==> config.mk <==
export PLATFORM = sky130hd
export DESIGN_NAME = pdm_capture_ctrl
export DESIGN_NICKNAME = d
export VERILOG_FILES = /design/src/rtl/pdm_pkg.sv /design/src/rtl/pdm_word_writer.sv /design/src/rtl/pdm_capture_ctrl.sv
export SDC_FILE = /design/constraint.sdc
export NUM_CORES = 1
export LEC_CHECK = 0
export ABC_AREA = 1
export CORE_UTILIZATION = 49
export DETAILED_ROUTE_END_ITERATION = 7
export PLACE_DENSITY = 0.81
export SYNTH_ARGS = -nofsm -noshare
export SYNTH_HDL_FRONTEND = slang
export SYNTH_HIERARCHICAL = 1
export SYNTH_SLANG_ARGS = --single-unit
==> constraint.sdc <==
create_clock -name clock -period 2.18 [get_ports clock]
set_input_delay 0.436 -clock clock [delete_from_list [all_inputs] [get_ports clock]]
set_output_delay 0.436 -clock clock [all_outputs]
set_load 0.02 [all_outputs]
==> src/rtl/pdm_pkg.sv <==
// Shared definitions for the PDM capture path: sample width, default RAM depth
// and the capture controller state encoding.
package pdm_pkg;

  localparam int SAMPLE_W  = 16;
  localparam int PDM_DEPTH = 32768;

  typedef enum logic [1:0] {
    ST_IDLE,
    ST_ARM,
    ST_RECORD,
    ST_DONE
  } pdm_state_t;

endpackage : pdm_pkg

==> src/rtl/pdm_word_writer.sv <==
// Write side of the capture path: turns a qualified word-done strobe into a
// single-cycle RAM write at the next free address and tracks fill level.
module pdm_word_writer
  import pdm_pkg::*;
#(
  parameter int DEPTH  = PDM_DEPTH,
  parameter int ADDR_W = $clog2(DEPTH)
) (
  input  logic                clock,
  input  logic                reset,
  input  logic                i_clear,
  input  logic                i_capture,
  input  logic [SAMPLE_W-1:0] i_data,
  output logic                o_we,
  output logic [ADDR_W-1:0]   o_addr,
  output logic [SAMPLE_W-1:0] o_wdata,
  output logic [ADDR_W:0]     o_count,
  output logic                o_full
);

  localparam logic [ADDR_W:0] CNT_ONE  = (ADDR_W+1)'(1);
  localparam logic [ADDR_W:0] CNT_LAST = (ADDR_W+1)'(DEPTH - 1);

  logic                r_we;
  logic [ADDR_W-1:0]   r_addr;
  logic [SAMPLE_W-1:0] r_wdata;
  logic [ADDR_W:0]     r_count;
  logic                r_full;

  // Issue one write per accepted word; once the last address is written the
  // full flag blocks any further captures so the address never wraps.
  always_ff @(posedge clock) begin
    if (reset) begin
      r_we    <= 1'b0;
      r_addr  <= '0;
      r_wdata <= '0;
      r_count <= '0;
      r_full  <= 1'b0;
    end else begin
      r_we <= 1'b0;
      if (i_clear) begin
        r_addr  <= '0;
        r_count <= '0;
        r_full  <= 1'b0;
      end else if (i_capture && !r_full) begin
        r_we    <= 1'b1;
        r_wdata <= i_data;
        r_addr  <= r_count[ADDR_W-1:0];
        r_count <= r_count + CNT_ONE;
        if (r_count == CNT_LAST) begin
          r_full <= 1'b1;
        end
      end
    end
  end

  assign o_we    = r_we;
  assign o_addr  = r_addr;
  assign o_wdata = r_wdata;
  assign o_count = r_count;
  assign o_full  = r_full;

endmodule : pdm_word_writer

==> src/rtl/pdm_capture_ctrl.sv <==
// Recording sequencer: gates the deserializer, drops the leading partial
// words after enable, and hands valid words to the RAM writer until stop or
// memory full.
module pdm_capture_ctrl
  import pdm_pkg::*;
#(
  parameter int DEPTH         = PDM_DEPTH,
  parameter int ADDR_W        = $clog2(DEPTH),
  parameter int DISCARD_WORDS = 1
) (
  input  logic                clock,
  input  logic                reset,
  input  logic                start,
  input  logic                stop,
  input  logic                des_done,
  input  logic [SAMPLE_W-1:0] des_data,
  output logic                des_enable,
  output logic                mem_we,
  output logic [ADDR_W-1:0]   mem_addr,
  output logic [SAMPLE_W-1:0] mem_wdata,
  output logic                busy,
  output logic                full,
  output logic [ADDR_W:0]     word_count
);

  localparam int DISC_W = (DISCARD_WORDS > 0) ? $clog2(DISCARD_WORDS + 1) : 1;
  localparam logic [DISC_W-1:0] DISC_INIT = DISC_W'(DISCARD_WORDS);
  localparam logic [DISC_W-1:0] DISC_ONE  = DISC_W'(1);

  pdm_state_t        r_state;
  pdm_state_t        w_nextState;
  logic [DISC_W-1:0] r_discardCnt;
  logic              w_startAccept;
  logic              w_capture;
  logic              w_full;

  assign w_startAccept = (r_state == ST_IDLE) && start;
  assign w_capture     = (r_state == ST_RECORD) && des_done;

  // State register.
  always_ff @(posedge clock) begin
    if (reset) begin
      r_state <= ST_IDLE;
    end else begin
      r_state <= w_nextState;
    end
  end

  // Discard counter: loaded on start, counts down on done pulses while arming.
  always_ff @(posedge clock) begin
    if (reset) begin
      r_discardCnt <= '0;
    end else if (w_startAccept) begin
      r_discardCnt <= DISC_INIT;
    end else if ((r_state == ST_ARM) && des_done && (r_discardCnt != '0)) begin
      r_discardCnt <= r_discardCnt - DISC_ONE;
    end
  end

  // Next-state and status outputs; stop and full both end the pass via DONE.
  always_comb begin
    w_nextState = r_state;
    des_enable  = 1'b0;
    busy        = 1'b0;
    case (r_state)
      ST_IDLE: begin
        if (start) begin
          w_nextState = ST_ARM;
        end
      end
      ST_ARM: begin
        des_enable = 1'b1;
        busy       = 1'b1;
        if (stop) begin
          w_nextState = ST_DONE;
        end else if (r_discardCnt == '0) begin
          w_nextState = ST_RECORD;
        end else if (des_done && (r_discardCnt == DISC_ONE)) begin
          w_nextState = ST_RECORD;
        end
      end
      ST_RECORD: begin
        des_enable = 1'b1;
        busy       = 1'b1;
        if (stop || w_full) begin
          w_nextState = ST_DONE;
        end
      end
      ST_DONE: begin
        w_nextState = ST_IDLE;
      end
      default: begin
        w_nextState = ST_IDLE;
      end
    endcase
  end

  pdm_word_writer #(
    .DEPTH  (DEPTH),
    .ADDR_W (ADDR_W)
  ) u_writer (
    .clock     (clock),
    .reset     (reset),
    .i_clear   (w_startAccept),
    .i_capture (w_capture),
    .i_data    (des_data),
    .o_we      (mem_we),
    .o_addr    (mem_addr),
    .o_wdata   (mem_wdata),
    .o_count   (word_count),
    .o_full    (w_full)
  );

  assign full = w_full;

endmodule : pdm_capture_ctrl

==> flow_summary.yaml, run 1 <==
cts:
  postCtsSetupBuffers: 0
  clk_pin_slew_ps: 90
  clock_tree.root_cell: "clkbuf_8"
  cts_tree: "yes"
  clock_sinks: 52
  hold_buffers: 0
  cts_buffers: 5
  clk_latency_ps: 300
  htreeDepth: 2
  cts.repair.resized: 0
  clock_path_buffers: 2
critical_path:
  worstSetupEndpointType: "output port"
  crit_buf_inv: 2
  cp_max_fo: 4
  max_stage_delay_ps: 610
  path_class: "reg2out"
  worstPathCellList: "inv_1 > ha_1 > clkdlybuf4s50_1"
  start_kind: "flop"
  critPathSlowestCell: "clkdlybuf4s50_1"
  arrival_ps: 1690
  required_ps: 1740
  cp_top_family: "buffers and inverters"
flow_run:
  timing.max_cap.violations: 0
placed_design:
  place_area_mm2: 0.003019
  place_hpwl_um: 4095
  routabilityCongestion: 0.8722
  portBuffers: 71
sta:
  finClkSkew_ps: 6.322
  finalSetupViolCount: 0
  tightestPinTransition_ps: 308.2
  relSlewSlack_pct: 79.43
  finalSetupTns_ps: 0
  rsz0062_at_grt: "no"
  slew_violations: 0
  finalCritPeriodShare_pct: 97.31
  fmax_mhz: 471.4
  period_needed_ps: 2121
  holdWs_ps: 463.0
  timing_hold_violations_final: 0
power:
  total_leakage_power_nw: 1.138
  p_per_area_mw_per_mm2: 798.3
  vdd_drop_max_uv: 488.1
global_routing:
  grt_pass1_vias: 2072
  grt-ovfl-total: 0
  grt_max_degree: 19
  grt_util_all_layers_pct: 23.63
  grt_pass1_wl_um: 9397
  antenna_found_initial: 0
route:
  first_pass_iters: 4
  avgViaCountPerCell: 5.223
  vias: 2272
  ant_nets: 0
  wl_per_cell_um: 12.81
  drc: 0
  routed_wl_um: 5571
  drtIter0Drc: 144
layout:
  n_antenna_cell: 0
  layout_commonest_cell: "clkdlybuf4s50_1"
  nets: 408
  drive_gt1_share_pct: 8.355
  layout_common_cells: "71 x clkdlybuf4s50_1, 59 x nand2_1, 52 x dfxtp_1"
  design_area_mm2: 0.003109
  area_growth_syn_to_layout_pct: 37.67
synthesis:
  ys_warn_count: 6
  synth_top_area_share_pct: 46.09
  synth_area_mm2: 0.002258
  yosysTopAreaCell: "dfxtp_1"
  synth.top_cells.by_area: "dfxtp_1 46%, nand2_1 9.8%, a21oi_1 8.2%"
  synth_seq_area_share_pct: 46.09
  synthCells: 309
  syn_nets: 335
  ys_ff_latch: 52
  ys_types: 21
  syn_avg_cell_area_um2: 7.309
floorplanning:
  start_util_pct: 51.51
  die_area_mm2: 0.004885
  pin_count: 72
  num_rows: 24
  die_height_um: 69.89
  coreArea_mm2: 0.004384
  die_w_um: 69.89
outcome:
  run_status: "finished, final reports clean"
min_path:
  min_path_type: "reg2reg"
[where the power goes]
part,switching [mW],internal [mW]
Sequential,0.0559,1.04
Combinational,0.481,0.351
Clock,0.292,0.259
Total,0.830,1.65
[routing by layer]
layer / track usage (%) / vias to the layer above / share of wire (%)
met5: 0 / - / 0
met4: 8.222 / 0 / 1.7
met3: 3.752 / 13 / 6.8
met2: 37.61 / 91 / 47
met1: 32.60 / 1022 / 45
li1: - / 1146 / -
[cell type report]
type | count | area (µm²)
Inverter | 32 | 120.1
Multi-Input combinational cell | 213 | 1030
Timing Repair Buffer | 78 | 763.2
Clock buffer | 8 | 90.09
Fill cell | 380 | 1275
Sequential cell | 52 | 1041
Tap cell | 52 | 65.06
[flip-flops by register name, indices dropped and copies added (netlist names)]
| name | cells |
|---|---|
| u_writer/o_full | 1 |
| u_writer/o_count | 16 |
| r_state | 2 |
| u_writer/o_wdata | 16 |
| u_writer/o_addr | 15 |
| r_discardCnt | 1 |
| u_writer/o_we | 1 |
[logic make-up (layout without fill, tap and decap cells)]
kind of cell	count (synthesis)	in the layout	share of synthesized area (%)
AOI/OAI and AO/OA	57	57	13.08
DFF	52	52	46.09
adders and majority gates	5	5	2.770
and+or+nand+nor	151	151	29.75
buffers and inverters	44	118	8.310
[through the flow]
stage	total power, mW	std cells	util (%)	worst slack [ps]
6_report	2.482	435	70.92	58.73
5_1_grt	2.631	435	70.92	17.36
4_1_cts	2.499	435	70.92	39.86
3_5_place_dp	1.954	427	68.86	191.9
3_3_place_gp	1.936	427	68.86	244.0
2_1_floorplan	1.649	309	-	747.0
[worst min-delay path: stages (launching register included)]
cell and delay [ps]:
dfxtp_1 320, nand2_1 60, a21oi_1 50
[worst paths after layout]
kind                                            end  depth (start not counted)                 from  slack (ps)
worst min register to register  u_writer/o_wdata[5]                          2  u_writer/o_wdata[5]         460
worst min-delay path            u_writer/o_wdata[5]                          2  u_writer/o_wdata[5]         460
worst max register to register  u_writer/o_count[4]                         11           r_state[0]         470
worst max-delay path                           busy                          3           r_state[1]          60
[synthesized netlist by cell type]
master / number
nand2_1: 59
dfxtp_1: 52
nor2_1: 43
a21oi_1: 37
nand3_1: 27
inv_1: 26
o21ai_0: 16
nand4_1: 8
buf_2: 6
inv_2: 6
ha_1: 5
nand2_2: 5
buf_4: 4
nor2_2: 3
nor2_4: 3
clkbuf_1: 2
nor3_1: 2
o21ai_1: 2
a211oi_1: 1
a211oi_2: 1
nand3_2: 1
(Power assumes the default switching activity.)
==> run 2, diff against run 1 <==
Settings changed: CORE_UTILIZATION 49 to 25, PLACE_DENSITY 0.81 to 0.45.
==> run 2 against run 1 <==
  * Sequential power about the same
  * Die area increased by 93%
  * Global-route usage down 10 points
  * Clock power is 23% higher
  * Cell area grew 3.6%
  * Highest routed layer unchanged
  * Critical path depth fell by 2
==> flow_summary.yaml, run 2 (synthesized netlist as in run 1, its figures left out) <==
cts:
  clk_pin_slew_ps: 100
  postCtsSetupBuffers: 0
  cts_buffers: 5
  clock_path_buffers: 2
  clk_latency_ps: 310
  clock_tree.root_cell: "clkbuf_8"
  hold_buffers: 0
  cts_tree: "yes"
  htreeDepth: 2
  cts.repair.resized: 0
  clock_sinks: 52
critical_path:
  cp_max_fo: 8
  arrival_ps: 1480
  max_stage_delay_ps: 670
  r2r_cells: 7
  required_ps: 1740
  r2r-end: "u_writer/o_addr[2]"
  path_class: "reg2out"
  worstPathCellList: "clkdlybuf4s50_1"
  critPathSlowestCell: "clkdlybuf4s50_1"
  r2r-start: "r_state[1]"
  worstSetupEndpointType: "output port"
  crit_buf_inv: 1
  r2r_slack_ps: 500
  start_kind: "flop"
  cp_top_family: "buffers and inverters"
min_path:
  min_path_type: "reg2reg"
  worst_hold_startpoint: "u_writer/o_wdata[11]"
  hold_path_end: "u_writer/o_wdata[11]"
  hold_path_depth: 2
placed_design:
  portBuffers: 71
  dpl.cell_count: 485
  place_area_mm2: 0.003104
  routabilityCongestion: 0.8058
  place_hpwl_um: 4623
outcome:
  run_status: "finished, final reports clean"
layout:
  drive_gt1_share_pct: 9.351
  post-route-util_pct: 36.93
  n_antenna_cell: 0
  nets: 410
  design_area_mm2: 0.003221
  final_cells: 493
  layout_commonest_cell: "clkdlybuf4s50_1"
  layout_common_cells: "69 x clkdlybuf4s50_1, 59 x nand2_1, 52 x dfxtp_1"
  area_growth_syn_to_layout_pct: 42.60
global_routing:
  grt_pass1_wl_um: 10410
  grt_max_degree: 19
  grt_util_all_layers_pct: 13.56
  grt-ovfl-total: 0
  grt_pass1_vias: 2093
  antenna_found_initial: 0
floorplanning:
  die_area_mm2: 0.009418
  start_util_pct: 25.90
  die_w_um: 97.05
  die_height_um: 97.05
  pin_count: 72
  coreArea_mm2: 0.008721
  num_rows: 34
sta:
  tightestPinTransition_ps: 379.3
  rsz0062_at_grt: "no"
  period_needed_ps: 1916
  finalCritPeriodShare_pct: 87.90
  finalSetupTns_ps: 0
  finClkSkew_ps: 5.956
  relSlewSlack_pct: 74.65
  timing_hold_violations_final: 0
  finalSetupViolCount: 0
  slew_violations: 0
  fmax_mhz: 521.8
power:
  p_per_area_mw_per_mm2: 809.8
  fin_total_pwr_mw: 2.608
  vdd_drop_max_uv: 236.5
  total_leakage_power_nw: 1.180
flow_run:
  timing.max_cap.violations: 0
route:
  routed_wl_um: 6248
  vias: 2184
  ant_nets: 0
  avgViaCountPerCell: 4.430
  first_pass_iters: 6
  drc: 0
  drtIter0Drc: 111
  wl_per_cell_um: 12.67
==> run 2: cell count changes in the layout (fill, tap and decap cells not counted) <==
cell	before	now
buf_4	7	9
clkbuf_1	2	0
clkdlybuf4s50_1	71	69
dlymetal6s2s_1	0	2
bufinv_16	0	1
clkbuf_8	6	5
clkinv_2	0	1
clkinvlp_4	0	1
==> run 2: cell type report <==
type	count	area (µm²)
clock buffers	5	68.82
clock inverters	3	42.54
fillers	921	5500
inverters	32	120.1
multi-input cells	213	1030
flip-flops and latches	52	1041
well taps	108	135.1
repair buffers	80	783.3
==> run 2: worst max path at each step <==
stage | start | end | slack (ps) | cells past startpoint
4_1_cts | r_state[1] | busy | 20 | 3
5_1_grt | u_writer/o_count[7] | word_count[7] | 200 | 1
3_5_place_dp | des_done | u_writer/o_count[14] | 170 | 11
2_1_floorplan | u_writer/o_count[1] | u_writer/o_count[14] | 750 | 8
3_3_place_gp | des_done | u_writer/o_count[14] | 160 | 11
6_report | u_writer/o_count[7] | word_count[7] | 260 | 1
==> run 2: metrics by stage <==
step,setup slack [ps],hold slack (ps)
after global placement,163.7,450.1
after global routing,202.6,491.8
after floorplan,747.0,461.3
final,263.7,467.1
after detailed placement,167.0,453.5
after CTS,20.97,469.6
==> run 2: report_power, final <==
group	internal (mW)	total [mW]	leakage, nW	switching (mW)
Sequential	1.04	1.10	0.421	0.0556
Combinational	0.348	0.832	0.706	0.484
Clock	0.340	0.678	0.0541	0.338
==> run 2: routing by layer <==
layer / share of wire [%] / track usage (%) / vias to the layer above
met4: 1.1 / 3.100 / 0
met2: 42 / 20.75 / 54
li1: - / - / 1145
met1: 51 / 18.98 / 979
met3: 5.2 / 3.613 / 6
met5: 0 / 0 / -
==> RTL change: new RTL, config.mk and constraints of run 1 <==
Set the package constant `SAMPLE_W` to 32 (it was 16).
--- a/src/rtl/pdm_pkg.sv
+++ b/src/rtl/pdm_pkg.sv
@@ -3,5 +3,5 @@
 package pdm_pkg;
 
-  localparam int SAMPLE_W  = 16;
+  localparam int SAMPLE_W  = 32;
   localparam int PDM_DEPTH = 32768;
 
Interface: changed (resized des_data and mem_wdata); port bits go from 72 to 104. No check against the original RTL was run, so the function may have changed too.
==> RTL change against run 1 <==
Worst setup slack better by 0.19 ns; critical endpoint is now word_count[7]; sequential cell count up 16; non-clock buffer count up 32; combinational power up 29%; area after synthesis up 27%; sequential power up 31%; cell area up 34%; total power up 46%; largest power group unchanged; wire length up 39%.
==> RTL change: results <==
metrics = {
    "outcome": {
        "status": "finished clean",
    },
    "worst_setup_path": {
        "startpoint": "u_writer/o_count[7]",
        "critPathArrivalTime_ns": 1.49,
        "cp_max_fo": 9,
        "r2r_end": "u_writer/o_wdata[5]",
        "rrSetupSlack_ns": 0.36,
        "cp-endpoint": "word_count[7]",
    },
    "routing": {
        "wl_mm": 7.770,
        "drt_iter0_drc": 186,
        "firstDrtPassIters": 5,
        "via_per_inst": 5.243,
    },
    "logic_synthesis": {
        "synthTopCellsByArea": "dfxtp_1 47%, nand2_1 9.8%, a21oi_1 9.1%",
        "syn-num-nets": 425,
        "yosysUniqueCellTypes": 24,
        "postSynthAreaPerCell_um2": 7.497,
        "synthAdderAreaFrac": 0.02179,
        "synth-compound-area-share": 0.1285,
        "yosysSeqAreaShare": 0.4741,
    },
    "cts": {
        "post_cts_resized": 1,
        "insertion_delay_ns": 0.34,
        "path_clk_slew_ns": 0.07,
    },
    "layout": {
        "fill_cells": 435,
        "nets": 525,
        "drive_gt1_frac": 0.08197,
        "fin_cells": 560,
    },
    "timing": {
        "slew_headroom": 0.5965,
        "skew_ns": 0.005851,
        "post-route-min-period_ns": 1.928,
    },
    "power_and_ir_drop": {
        "p_per_area_nw_per_um2": 873.4,
        "peakVddDrop_mv": 0.6388,
        "clock_power_share": 0.309,
        "powerComb_uw": 1070,
    },
    "placement": {
        "dpl.cell_count": 544,
        "port_buffers": 103,
        "placed_cell_area_um2": 3940,
        "dp_hpwl_mm": 5.367,
        "post-place-ws_ns": 0.05438,
        "gp_congestion": 0.8802,
    },
    "global_route": {
        "grt_pass1_vias": 2621,
        "grt_max_degree": 38,
        "grtUsageTotal": 0.2553,
    },
    "die": {
        "fp.dieW_um": 78.55,
    },
    "min_path": {
        "hp-start": "u_writer/o_addr[3]",
    },
}
[RTL change: changes by cell type after synthesis, sizes merged, moves of 6 or more]
cell | run 1 | this run
buf | 10 | 16
a21oi | 37 | 52
nor2 | 49 | 43
dfxtp | 52 | 68
nand2 | 64 | 81
nand3 | 28 | 43
[RTL change: worst min-delay path, delay by kind of cell, from the launching register on]
family	cells	cell delay [ns]
compound gates	1	0.05
simple gates	1	0.06
flops	1	0.31
[RTL change: area by class of cell]
class / count / area (µm²) / area share
sequential: 68 / 1361 / 0.3274
inverter: 36 / 135.1 / 0.03250
multi-input combinational: 258 / 1257 / 0.3024
clock buffer: 11 / 141.4 / 0.03401
timing repair buffer: 110 / 1097 / 0.2639
clock inverter: 5 / 75.07 / 0.01806
tap: 72 / 90.09 / 0.02167
[RTL change: metal layers]
metal,track usage,wire (µm),vias up,share of wire
met4,0.1056,68,0,0.0088
met5,0,0,-,0
met1,0.3292,3343,1343,0.43
met3,0.06512,720,11,0.093
li1,-,-,1455,-
met2,0.4035,3638,127,0.47
